$ cat src/rtl/uart_rx_ovs_if.sv
// Receive-side stream interface of uart_rx_ovs: payload, per-frame flags,
// event pulses and the valid/ready handshake towards the consumer.
`timescale 1ns/1ps
interface uart_rx_ovs_if #(
  parameter int DATA_BITS = 8
);
  logic [DATA_BITS-1:0] data;
  logic                 valid;
  logic                 ready;
  logic                 parity_err;
  logic                 frame_err;
  logic                 break_det;
  logic                 overrun;

  // Receiver side: produces the frame, consumes ready
  modport master (
    output data, valid, parity_err, frame_err, break_det, overrun,
    input  ready
  );

  // Consumer side: takes the frame, produces ready
  modport slave (
    input  data, valid, parity_err, frame_err, break_det, overrun,
    output ready
  );
endinterface

$ cat src/rtl/uart_rx_ovs.sv
// Parametrised oversampling UART receiver: 2-flop input synchroniser,
// 3-sample majority vote around mid-bit, optional parity, 1 or 2 stop bits,
// break detection and a one-entry output register with overrun reporting.
`timescale 1ns/1ps
module uart_rx_ovs #(
  parameter int DATA_BITS    = 8,
  parameter int CLKS_PER_BIT = 16,
  parameter int PARITY       = 1,
  parameter int STOP_BITS    = 1
) (
  input  logic          clk_i,
  input  logic          rst_i,
  input  logic          rx_i,
  uart_rx_ovs_if.master rx_if
);

  localparam int CW = $clog2(CLKS_PER_BIT);
  localparam int BW = (DATA_BITS > 1) ? $clog2(DATA_BITS) : 1;
  localparam logic [CW-1:0] MIDM1_C    = CW'(CLKS_PER_BIT / 2 - 1);
  localparam logic [CW-1:0] MID_C      = CW'(CLKS_PER_BIT / 2);
  localparam logic [CW-1:0] MIDP1_C    = CW'(CLKS_PER_BIT / 2 + 1);
  localparam logic [CW-1:0] LAST_C     = CW'(CLKS_PER_BIT - 1);
  localparam logic [BW-1:0] BIT_LAST_C = BW'(DATA_BITS - 1);
  localparam logic          STOP_LAST_C = (STOP_BITS == 2) ? 1'b1 : 1'b0;

  typedef enum logic [2:0] {
    S_IDLE       = 3'd0,
    S_START      = 3'd1,
    S_DATA       = 3'd2,
    S_PARITY     = 3'd3,
    S_STOP       = 3'd4,
    S_BREAK_WAIT = 3'd5
  } state_t;

  // Majority of three samples
  function automatic logic maj3(input logic a, input logic b, input logic c);
    maj3 = (a & b) | (a & c) | (b & c);
  endfunction

  // Parity bit the transmitter should have sent for payload d
  function automatic logic exp_parity(input logic [DATA_BITS-1:0] d);
    exp_parity = (PARITY == 2) ? ~(^d) : (^d);
  endfunction

  logic                 rx_meta_q, rx_s_q;
  state_t               state_q;
  logic [CW-1:0]        cnt_q;
  logic [BW-1:0]        bit_q;
  logic                 stop_q;
  logic [1:0]           samp_q;
  logic [DATA_BITS-1:0] shreg_q;
  logic                 par_bit_q, acc_perr_q, acc_ferr_q, stop0_zero_q;
  logic [DATA_BITS-1:0] data_q;
  logic                 valid_q, parity_err_q, frame_err_q, break_det_q, overrun_q;

  logic vote_d, commit_d, first_stop_zero_d, break_d;

  // Two-flop synchroniser; idle-high reset so no spurious start is seen
  always_ff @(posedge clk_i) begin
    if (rst_i) begin
      rx_meta_q <= 1'b1;
      rx_s_q    <= 1'b1;
    end else begin
      rx_meta_q <= rx_i;
      rx_s_q    <= rx_meta_q;
    end
  end

  // Vote resolution and end-of-frame decode (commit happens at MID+1 of the last stop bit)
  always_comb begin
    vote_d            = maj3(samp_q[0], samp_q[1], rx_s_q);
    commit_d          = 1'b0;
    first_stop_zero_d = 1'b0;
    if ((state_q == S_STOP) && (cnt_q == MIDP1_C) && (stop_q == STOP_LAST_C)) begin
      commit_d = 1'b1;
    end else begin
      commit_d = 1'b0;
    end
    if (stop_q == 1'b0) begin
      first_stop_zero_d = ~vote_d;
    end else begin
      first_stop_zero_d = stop0_zero_q;
    end
    break_d = commit_d && (shreg_q == {DATA_BITS{1'b0}}) &&
              ((PARITY == 0) || !par_bit_q) && first_stop_zero_d;
  end

  // Frame state machine, bit timing and the one-entry output register
  always_ff @(posedge clk_i) begin
    if (rst_i) begin
      state_q      <= S_IDLE;
      cnt_q        <= {CW{1'b0}};
      bit_q        <= {BW{1'b0}};
      stop_q       <= 1'b0;
      samp_q       <= 2'b11;
      shreg_q      <= {DATA_BITS{1'b0}};
      par_bit_q    <= 1'b0;
      acc_perr_q   <= 1'b0;
      acc_ferr_q   <= 1'b0;
      stop0_zero_q <= 1'b0;
      data_q       <= {DATA_BITS{1'b0}};
      valid_q      <= 1'b0;
      parity_err_q <= 1'b0;
      frame_err_q  <= 1'b0;
      break_det_q  <= 1'b0;
      overrun_q    <= 1'b0;
    end else begin
      overrun_q   <= 1'b0;
      break_det_q <= break_d;
      if (cnt_q == MIDM1_C) samp_q[0] <= rx_s_q;
      if (cnt_q == MID_C)   samp_q[1] <= rx_s_q;
      cnt_q <= (cnt_q == LAST_C) ? {CW{1'b0}} : cnt_q + CW'(1);

      case (state_q)
        S_IDLE: begin
          cnt_q <= {CW{1'b0}};
          if (!rx_s_q) begin
            state_q      <= S_START;
            bit_q        <= {BW{1'b0}};
            stop_q       <= 1'b0;
            par_bit_q    <= 1'b0;
            acc_perr_q   <= 1'b0;
            acc_ferr_q   <= 1'b0;
            stop0_zero_q <= 1'b0;
          end
        end
        S_START: begin
          if ((cnt_q == MIDP1_C) && vote_d) begin
            state_q <= S_IDLE;
          end else if (cnt_q == LAST_C) begin
            state_q <= S_DATA;
          end
        end
        S_DATA: begin
          if (cnt_q == MIDP1_C) shreg_q <= {vote_d, shreg_q[DATA_BITS-1:1]};
          if (cnt_q == LAST_C) begin
            if (bit_q == BIT_LAST_C) begin
              state_q <= (PARITY != 0) ? S_PARITY : S_STOP;
            end else begin
              bit_q <= bit_q + BW'(1);
            end
          end
        end
        S_PARITY: begin
          if (cnt_q == MIDP1_C) begin
            par_bit_q  <= vote_d;
            acc_perr_q <= (vote_d != exp_parity(shreg_q));
          end
          if (cnt_q == LAST_C) state_q <= S_STOP;
        end
        S_STOP: begin
          if (cnt_q == MIDP1_C) begin
            if (!vote_d) acc_ferr_q <= 1'b1;
            if (stop_q == 1'b0) stop0_zero_q <= ~vote_d;
          end
          // Early resync: leave the last stop bit at MID+1 so the next start edge is caught
          if (commit_d) begin
            state_q <= break_d ? S_BREAK_WAIT : S_IDLE;
          end else if (cnt_q == LAST_C) begin
            stop_q <= 1'b1;
          end
        end
        S_BREAK_WAIT: begin
          if (rx_s_q) state_q <= S_IDLE;
        end
        default: state_q <= S_IDLE;
      endcase

      if (commit_d) begin
        if (!valid_q || rx_if.ready) begin
          data_q       <= break_d ? {DATA_BITS{1'b0}} : shreg_q;
          parity_err_q <= (PARITY != 0) ? acc_perr_q : 1'b0;
          frame_err_q  <= acc_ferr_q | ~vote_d | break_d;
          valid_q      <= 1'b1;
        end else begin
          overrun_q <= 1'b1;
        end
      end else if (valid_q && rx_if.ready) begin
        valid_q <= 1'b0;
      end
    end
  end

  assign rx_if.data       = data_q;
  assign rx_if.valid      = valid_q;
  assign rx_if.parity_err = parity_err_q;
  assign rx_if.frame_err  = frame_err_q;
  assign rx_if.break_det  = break_det_q;
  assign rx_if.overrun    = overrun_q;

endmodule

$ cat src/flat_wrapper.sv
// flat-port wrapper written by rule: the top's interface ports become plain ports
module uart_rx_ovs_flat 
#(
  parameter int DATA_BITS    = 8,
  parameter int CLKS_PER_BIT = 16,
  parameter int PARITY       = 1,
  parameter int STOP_BITS    = 1
)
  (clk_i, rst_i, rx_i, rx_if_data, rx_if_valid, rx_if_parity_err, rx_if_frame_err, rx_if_break_det, rx_if_overrun, rx_if_ready);
  uart_rx_ovs_if #(.DATA_BITS(DATA_BITS)) rx_if_i ();
  input  logic clk_i;
  input  logic rst_i;
  input  logic rx_i;
  output wire logic [$bits(rx_if_i.data)-1:0] rx_if_data;
  output wire logic [$bits(rx_if_i.valid)-1:0] rx_if_valid;
  output wire logic [$bits(rx_if_i.parity_err)-1:0] rx_if_parity_err;
  output wire logic [$bits(rx_if_i.frame_err)-1:0] rx_if_frame_err;
  output wire logic [$bits(rx_if_i.break_det)-1:0] rx_if_break_det;
  output wire logic [$bits(rx_if_i.overrun)-1:0] rx_if_overrun;
  input wire logic [$bits(rx_if_i.ready)-1:0] rx_if_ready;
  assign rx_if_data = rx_if_i.data;
  assign rx_if_valid = rx_if_i.valid;
  assign rx_if_parity_err = rx_if_i.parity_err;
  assign rx_if_frame_err = rx_if_i.frame_err;
  assign rx_if_break_det = rx_if_i.break_det;
  assign rx_if_overrun = rx_if_i.overrun;
  assign rx_if_i.ready = rx_if_ready;
  uart_rx_ovs #(.DATA_BITS(DATA_BITS), .CLKS_PER_BIT(CLKS_PER_BIT), .PARITY(PARITY), .STOP_BITS(STOP_BITS)) u_core (.clk_i(clk_i), .rst_i(rst_i), .rx_i(rx_i), .rx_if(rx_if_i));
endmodule
$ cat config.mk
export PLATFORM = sky130hd
export DESIGN_NAME = uart_rx_ovs_flat
export DESIGN_NICKNAME = d
export VERILOG_FILES = /design/src/rtl/uart_rx_ovs_if.sv /design/src/rtl/uart_rx_ovs.sv /design/src/flat_wrapper.sv
export SDC_FILE = /design/constraint.sdc
export NUM_CORES = 1
export LEC_CHECK = 0
export CAP_MARGIN = 0
export CELL_PAD_IN_SITES_DETAIL_PLACEMENT = 0
export CELL_PAD_IN_SITES_GLOBAL_PLACEMENT = 1
export CORE_UTILIZATION = 46
export DETAILED_ROUTE_END_ITERATION = 10
export HOLD_SLACK_MARGIN = 0.05
export PLACE_DENSITY = 0.94
export SYNTH_ARGS = -nofsm -noshare
export SYNTH_HDL_FRONTEND = slang
export SYNTH_SLANG_ARGS = --single-unit
$ cat constraint.sdc
create_clock -name clk_i -period 3.1 [get_ports clk_i]
set_input_delay 0.31 -clock clk_i [delete_from_list [all_inputs] [get_ports clk_i]]
set_output_delay 0.31 -clock clk_i [all_outputs]
set_load 0.02 [all_outputs]
Yosys cells after proc, flatten, opt, wreduce, memory -nomap -nowiden
Cells that the tools add are included.
W data, S select, Z words.
Cells by class
  muxes and demuxes: 34
  equality and inequality tests: 25
  add/sub/neg operators: 2
  reductions and logical operators: 28
  bitwise logic cells: 10
Operator list (count)
  $mux W3: 12
  $pmux W3 S6: 1
  $mux W1: 14
  $ne A2 B2 Y1 const B: 7
  $eq A4 B4 Y1 const B: 3
  $ne A2 B1 Y1 const B: 6
  $reduce_and A4 Y1: 3
  $pmux W1 S2: 5
  $eq A3 B3 Y1 const B: 3
  $logic_not A8 Y1: 1
  $mux W8: 1
  $reduce_bool A2 Y1: 4
  $reduce_xor A8 Y1: 1
  $logic_and A1 B1 Y1: 7
  $reduce_and A7 Y1: 1
  $eq A3 B2 Y1 const B: 2
  $pmux W3 S2: 1
  $reduce_and A2 Y1: 3
  $reduce_and A3 Y1: 2
  $add A4 B1 Y4 const B: 1
  $eq A4 B3 Y1 const B: 1
  $or A1 B1 Y1: 4
  $add A3 B1 Y3 const B: 1
  $and A1 B1 Y1: 3
  other kinds (9): 12
Storage, ports and cells
  word-level logic and storage cells: 118
  input port bits: 4
  register bits: 40

Depth between registers and ports, before layout
Gate-level depths: netlist of run 1.
  depth in word-level cells: 10
  gate-level depth with buffers: 7

Worst setup path after synthesis of run 1
OpenSTA, ideal clock, no wires.
  kind: register -> register
  start: register u_core.rx_s_q
  end: register u_core.state_q[2]
  library setup time: 79 ps
  required time: 3021 ps
  arrival time: 1562 ps
  cell stages (with the launch flop): 6
  buffers on the path: 1
  slack: 1458 ps
  cell sequence: dfxtp_1 > maj3_2 > or3_4 > buf_6 > a21o_1 > a211oi_2
On the way
  cells in the longest elaborated chain, start to end: 9
  elaborated cells between the ends (all ways): 16
RTL lines
  from (decl): RTL line uart_rx_ovs.sv:45  | logic rx_meta_q, rx_s_q;
  from (signal assigned): RTL line uart_rx_ovs.sv:65  | rx_s_q <= rx_meta_q;
  $and A1 B1 Y1: RTL line uart_rx_ovs.sv:37  | maj3 = (a & b) | (a & c) | (b & c);
  $or A1 B1 Y1 (2 in series): RTL line uart_rx_ovs.sv:37
  $not A1 Y1: RTL line uart_rx_ovs.sv:80  | first_stop_zero_d = ~vote_d;
  $mux W1
  $logic_and A1 B1 Y1: RTL line uart_rx_ovs.sv:85  | ((PARITY == 0) || !par_bit_q) && first_stop_zero_d;
  $mux W3: RTL line uart_rx_ovs.sv:158  | state_q <= break_d ? S_BREAK_WAIT : S_IDLE;
  $mux W3: RTL line uart_rx_ovs.sv:157  | if (commit_d) begin
  $pmux W3 S6: RTL line uart_rx_ovs.sv:114  | case (state_q)
  to (signal assigned): RTL line uart_rx_ovs.sv:138  | state_q <= (PARITY != 0) ? S_PARITY : S_STOP;
  to (signal assigned): RTL line uart_rx_ovs.sv:158
  to (decl): RTL line uart_rx_ovs.sv:46  | state_t state_q;
Parallel ways exist; a longest one is shown, timed or not. The select of a mux whose other input is x is not followed.
A chain may end at the register's enable or synchronous reset.

Final worst setup path of run 1
  start: register u_core.state_q[2]
  end: register u_core.data_q[0], in the netlist u_core.rx_if.data[0]
On the way
  cells in the longest elaborated chain, start to end: 8
  elaborated cells between the ends (all ways): 9
RTL lines
  $eq A3 B3 Y1 (*): RTL line uart_rx_ovs.sv:74  | if ((state_q == S_STOP) && (cnt_q == MIDP1_C) && (stop_q == STOP_LAST_C)) begin
  $logic_and A1 B1 Y1 (*) (2 in series): RTL line uart_rx_ovs.sv:74
  $mux W1 (*): RTL line uart_rx_ovs.sv:74
  $logic_and A1 B1 Y1 (2 in series): RTL line uart_rx_ovs.sv:84  | break_d = commit_d && (shreg_q == {DATA_BITS{1'b0}}) &&
  $logic_and A1 B1 Y1: RTL line uart_rx_ovs.sv:85
  $mux W8: RTL line uart_rx_ovs.sv:171  | data_q <= break_d ? {DATA_BITS{1'b0}} : shreg_q;
  to (signal assigned): RTL line uart_rx_ovs.sv:101  | data_q <= {DATA_BITS{1'b0}};
  to (signal assigned): RTL line uart_rx_ovs.sv:171
  to (decl): RTL line uart_rx_ovs.sv:53  | logic [DATA_BITS-1:0] data_q;
Mark *: on every way between the ends. The rest lies on a longest branch, timed or not.

==> metrics.cfg, run 1 <==
[cts]
clk_path_buf_depth=2
clkTransAtPathRegs_ns=0.08
cts_hold_buf=0
cts_tree=yes
cts-root-buf=clkbuf_8
numCtsBuffers=5
clock_latency_ns=0.30
clock_sinks=39
post-cts-setup-buffer-count=0
htreeDepth=2
cts_resized=0

[timing]
relSlewSlack=0.5105
setup_violations=0
min_period_over_period=0.6353
drv_slew=0
worst_pin_slew_ns=0.7320
max_freq_ghz=0.5078
grt_setup_unrepaired=no
skew_ns=0.003041
final_period_minus_worst_setup_slack_ns=1.969
hold_viol_final=0
finalSetupTns_ns=0

[drt]
drc=0
avgRoutedWirePerCell_um=12.59
routed_wirelength_mm=3.436
vias=1481
first_pass_iters=4
postRouteAntennaNets=0
vias_per_cell=5.425
drtIter0Drc=111

[worst_setup_path]
path_buf_inv=0
critPathKind=reg2reg
cp_max_fo=15
endpoint_kind=register
crit_path_start_kind=register
critical_path_required_ns=3.31
critical_path.max_stage_delay_ns=0.62
cp_cell_sequence=or3b_1 > nor3b_2 > nand3_1 > a21oi_1
slowest_stage=dfxtp_1
crit_arrival_ns=2.18
cp_top_family=simple AND/OR/NAND/NOR gates

[floorplanning]
core_area_mm2=0.003716
pin_count=17
rows=22
dieArea_mm2=0.004216
initial_utilization=0.4902
die_x_um=64.93
die_h_um=64.93

[job]
maxCapViolations=0

[grt]
grt.overflow.total=0
grt_max_degree=23
track_usage=0.1929
antenna_found_initial=0
grt_pass1_vias=1370
grt_pass1_wl_mm=6.203

[synthesis]
synth_edf_count=0
synth-async-reset-ratio=0
syn_inst=212
syn_avg_cell_area_um2=8.593
ys_warn_count=0
syn_area_mm2=0.001822
synthTopCellsByArea=dfxtp_1, a21oi_1, ha_1
syn_nets=225
synth_flop_cell=dfxtp_1
yosys.area.top_type=dfxtp_1
synth_seq_area_share=0.4286
ys_ff_latch=39
ys_types=46
yosys.area.top_type_share=0.4286

[pwr]
combinationalPowerShare=0.027
clkPwrFrac=0.452
ir_worst_vdd_mv=0.1898
power_uw=974.9
power_frac_seq=0.521
intPower_uw=773.8
p_sw_frac=0.2062
p_leak_uw=0.0007545
p_sw_uw=201.1
p_per_area_mw_per_mm2=461.6

[placement]
gp_congestion=0.8191
dp_hpwl_mm=2.432
port_buffers=16

[layout]
layout_commonest_cell=dfxtp_1
drive_gt1_frac=0.08000
antenna_cells=0
fin_nets=237
final_cell_mix=dfxtp_1, a21oi_1, inv_1, clkdlybuf4s50_1, nor2_1
area_delta_synth_final_pct=15.93

[hold_path]
hp-class=reg2reg

[run_status]
status=finished clean

==> worst register-to-register path, stage by stage (launching register included) <==
cell	delay, ns
dfxtp_1	0.62
or3b_1	0.44
nor3b_2	0.52
nand3_1	0.14
a21oi_1	0.18
==> final timing paths <==
| check | startpoint | endpoint | slack, ns | cells past startpoint |
|---|---|---|---|---|
| min reg2reg | u_core.rx_meta_q | u_core.rx_s_q | 0.41 | 1 |
| max reg2reg | u_core.state_q[2] | u_core.rx_if.data[0] | 1.13 | 4 |
| max | u_core.state_q[2] | u_core.rx_if.data[0] | 1.13 | 4 |
| min | u_core.rx_meta_q | u_core.rx_s_q | 0.41 | 1 |
==> per-stage QoR <==
step	utilization	cells	setup slack (ns)	hold slack [ns]	area (um2)
2_1_floorplan	-	212	1.458	0.3895	1822
3_3_place_gp	0.5367	265	1.146	0.3920	1994
3_5_place_dp	0.5367	265	1.147	0.4011	1994
4_1_cts	0.5684	273	1.115	0.4149	2112
5_1_grt	0.5684	273	0.9064	0.4237	2112
6_report	0.5684	273	1.131	0.4119	2112
==> cell type report <==
type / count / area [um2]
Fill cell: 340 / 1604
Multi-Input combinational cell: 144 / 918.4
Sequential cell: 39 / 780.7
Timing Repair Buffer: 18 / 175.2
Clock buffer: 6 / 82.58
Inverter: 16 / 60.06
Tap cell: 48 / 60.06
Clock inverter: 2 / 35.03
==> sequential cells by signal, indices dropped and copies added, names as in the netlist <==
name / cells
u_core.par_bit_q: 1
u_core.rx_if.data: 8
u_core.rx_if.parity_err: 1
u_core.shreg_q: 8
u_core.rx_if.valid: 1
u_core.cnt_q: 4
u_core.rx_meta_q: 1
u_core.bit_q: 3
u_core.acc_ferr_q: 1
u_core.rx_if.break_det: 1
u_core.acc_perr_q: 1
u_core.rx_if.frame_err: 1
u_core.rx_s_q: 1
u_core.rx_if.overrun: 1
u_core.state_q: 3
u_core.stop_q: 1
u_core.samp_q: 2
==> logic make-up (layout without fill, tap and decap cells) <==
family          after synthesis  after routing  synth area share
fa+ha+maj                    10             10           0.06800
simple gates                 76             76            0.2335
flops                        39             39            0.4286
buf+inv                      29             42           0.06731
xor+xnor                      6              6           0.02885
mux                           1              1          0.005495
compound gates               51             51            0.1683
==> routing by layer <==
metal / track usage / share of wire / up-vias
met1: 0.2611 / 0.50 / 677
met3: 0.03873 / 0.046 / 5
met2: 0.2878 / 0.44 / 34
met5: 0 / 0 / -
li1: - / - / 765
met4: 0.09722 / 0.014 / 0
==> power groups by stage <==
stage / combinational (uW) / sequential (uW) / clock (uW)
5_1_grt: 29.7 / 508 / 473
2_1_floorplan: 19.9 / 517 / 0
6_report: 26.3 / 508 / 441
3_5_place_dp: 26.5 / 520 / 0
3_3_place_gp: 26.4 / 519 / 0
4_1_cts: 26.5 / 508 / 452
==> synth_stat cells (all sizes together) (2+ instances only) <==
cell    number
and3         3
o211ai       2
nand2b       2
a31oi        2
nand4        2
nor3b        3
xor2         2
nor4bb       2
clkbuf      11
nand4b       3
or2          3
nand2       14
ha           9
nor2        15
dfxtp       39
and2         2
a21oi       31
o21ai        7
nor2b        2
nor3         7
xnor2        4
inv         16
buf          2
or3          2
nand3       10
Note: power is estimated with default switching activity, not from simulation.
==> run 2, diff against run 1 <==
CORE_UTILIZATION = 42   (was 46)
PLACE_DENSITY = 0.88   (was 0.94)
clock period = 2 ns   (was 3.1 ns; I/O delays follow)
==> run 2 against run 1 <==
Against the previous run: clock power is 76% higher; global-route usage shrank 1.2 points; clock skew grew 0.0014 ns; fmax grew 7.9%; final cell count rose by 4.4%; register-to-register slack lost 0.96 ns; hold slack gained 0.0045 ns; flip-flop and latch count unchanged; largest power group unchanged; total power grew 65%; largest cell class unchanged; critical path depth rose by 1; non-clock buffer count is 10 higher.
==> metrics.cfg, run 2 (synthesis results as in run 1) <==
[run_status]
status=finished clean

[grt]
track_usage=0.1813
grt.overflow.total=0
antenna_found_initial=0
grt_pass1_vias=1313
grt_pass1_wl_mm=6.168
grt_max_degree=16

[worst_setup_path]
worstReg2RegEnd=u_core.bit_q[0]
r2r_start=u_core.cnt_q[0]
cp_max_fo=6
rr_worst_depth=5
startpoint=u_core.cnt_q[0]
crit_path_start_kind=register
endpoint_kind=register
critPathCapture=u_core.bit_q[0]
critPathKind=reg2reg
critical_path_required_ns=2.22
crit_arrival_ns=2.05
reg2reg_slack_ns=0.17

[layout]
final_cell_mix=dfxtp_1, a21oi_1, inv_1, clkdlybuf4s50_1, nor2_1
fillCellCount=402
post-route-util=0.5404
drive_gt1_frac=0.1191
area_delta_synth_final_pct=21.22
layout_commonest_cell=dfxtp_1
fin_nets=247
antenna_cells=0

[placement]
dp_hpwl_mm=2.709
gp_congestion=0.8455
port_buffers=16

[pwr]
p_per_area_mw_per_mm2=730.2
p_leak_uw=0.0008072
ir_worst_vdd_mv=0.3897

[timing]
finalSetupTns_ns=0
hold_viol_final=0
skew_ns=0.004431
setup_violations=0
worst_pin_slew_ns=0.4944
grt_setup_unrepaired=no
final_period_minus_worst_setup_slack_ns=1.826
max_freq_ghz=0.5477
relSlewSlack=0.6698
min_period_over_period=0.9129
drv_slew=0

[floorplanning]
die_x_um=67.86
core_area_mm2=0.004086
pin_count=17
dieArea_mm2=0.004605
rows=23
initial_utilization=0.4458
die_h_um=67.86

[cts]
post-cts-setup-buffer-count=0
cts_resized=0
cts_hold_buf=0
numCtsBuffers=5
htreeDepth=2
cts_tree=yes
clk_path_buf_depth=2
clock_latency_ns=0.29
cts-root-buf=clkbuf_8
clock_sinks=39
clkTransAtPathRegs_ns=0.08

[drt]
drtIter0Drc=109
first_pass_iters=4
drc=0
vias_per_cell=5.305
postRouteAntennaNets=0
routed_wirelength_mm=3.648
avgRoutedWirePerCell_um=12.80
vias=1512

[job]
maxCapViolations=0

[hold_path]
hold_path.startpoint=u_core.rx_meta_q
hp-class=reg2reg

-- run 2: changes by cell type in the layout (fill, tap and decap cells not counted) --
cell / delta
clkbuf_8: -1
bufinv_16: +1
buf_4: +10
clkinvlp_4: +1
clkinv_2: -1
-- run 2: through the flow --
| stage | instance area (um2) | hold WS, ns | setup WS (ns) | cells | total power, uW |
|---|---|---|---|---|---|
| floorplan | 1822 | 0.3038 | 0.3583 | 212 | 832.0 |
| CTS | 2208 | 0.4206 | 0.1730 | 285 | 1629 |
| global placement | 2072 | 0.4001 | 0.2377 | 277 | 853.9 |
| detailed placement | 2072 | 0.4023 | 0.1882 | 277 | 854.5 |
| global route | 2208 | 0.4270 | 0.02033 | 285 | 1671 |
| finish | 2208 | 0.4165 | 0.1743 | 285 | 1613 |
-- run 2: critical path, stage by stage (launching register included) --
cell and delay [ns]:
dfxtp_1 0.39, ha_1 0.22, and3_1 0.27, a31oi_1 0.20, or4b_1 0.54, a21oi_1 0.14
-- run 2: routing by layer --
layer  global-route usage  share of wire
met3              0.04500          0.049
met1               0.2543           0.51
met4              0.05469          0.012
met5                    0              0
met2               0.2723           0.43
-- run 2: cell type report --
class	count	area, um2	area share
repair buffers	28	250.2	0.1133
clock buffers	5	68.82	0.03116
well taps	50	62.56	0.02833
flip-flops and latches	39	780.7	0.3535
multi-input cells	144	918.4	0.4159
inverters	16	60.06	0.02720
clock inverters	3	67.56	0.03059
-- run 2: worst min path at each step --
stage	slack [ns]	cells past startpoint	to
2_1_floorplan	0.30	1	u_core.rx_meta_q
3_3_place_gp	0.40	1	u_core.rx_s_q
3_5_place_dp	0.40	1	u_core.rx_s_q
4_1_cts	0.42	1	u_core.rx_s_q
5_1_grt	0.43	1	u_core.rx_s_q
6_report	0.42	1	u_core.rx_s_q
-- run 2: where the power goes --
group / switching [uW] / internal [uW] / leakage (uW)
Clock: 279 / 497 / 0.0000644
Sequential: 6.06 / 780 / 0.000315
Combinational: 28.0 / 22.1 / 0.000428
Total: 313 / 1300 / 0.000807
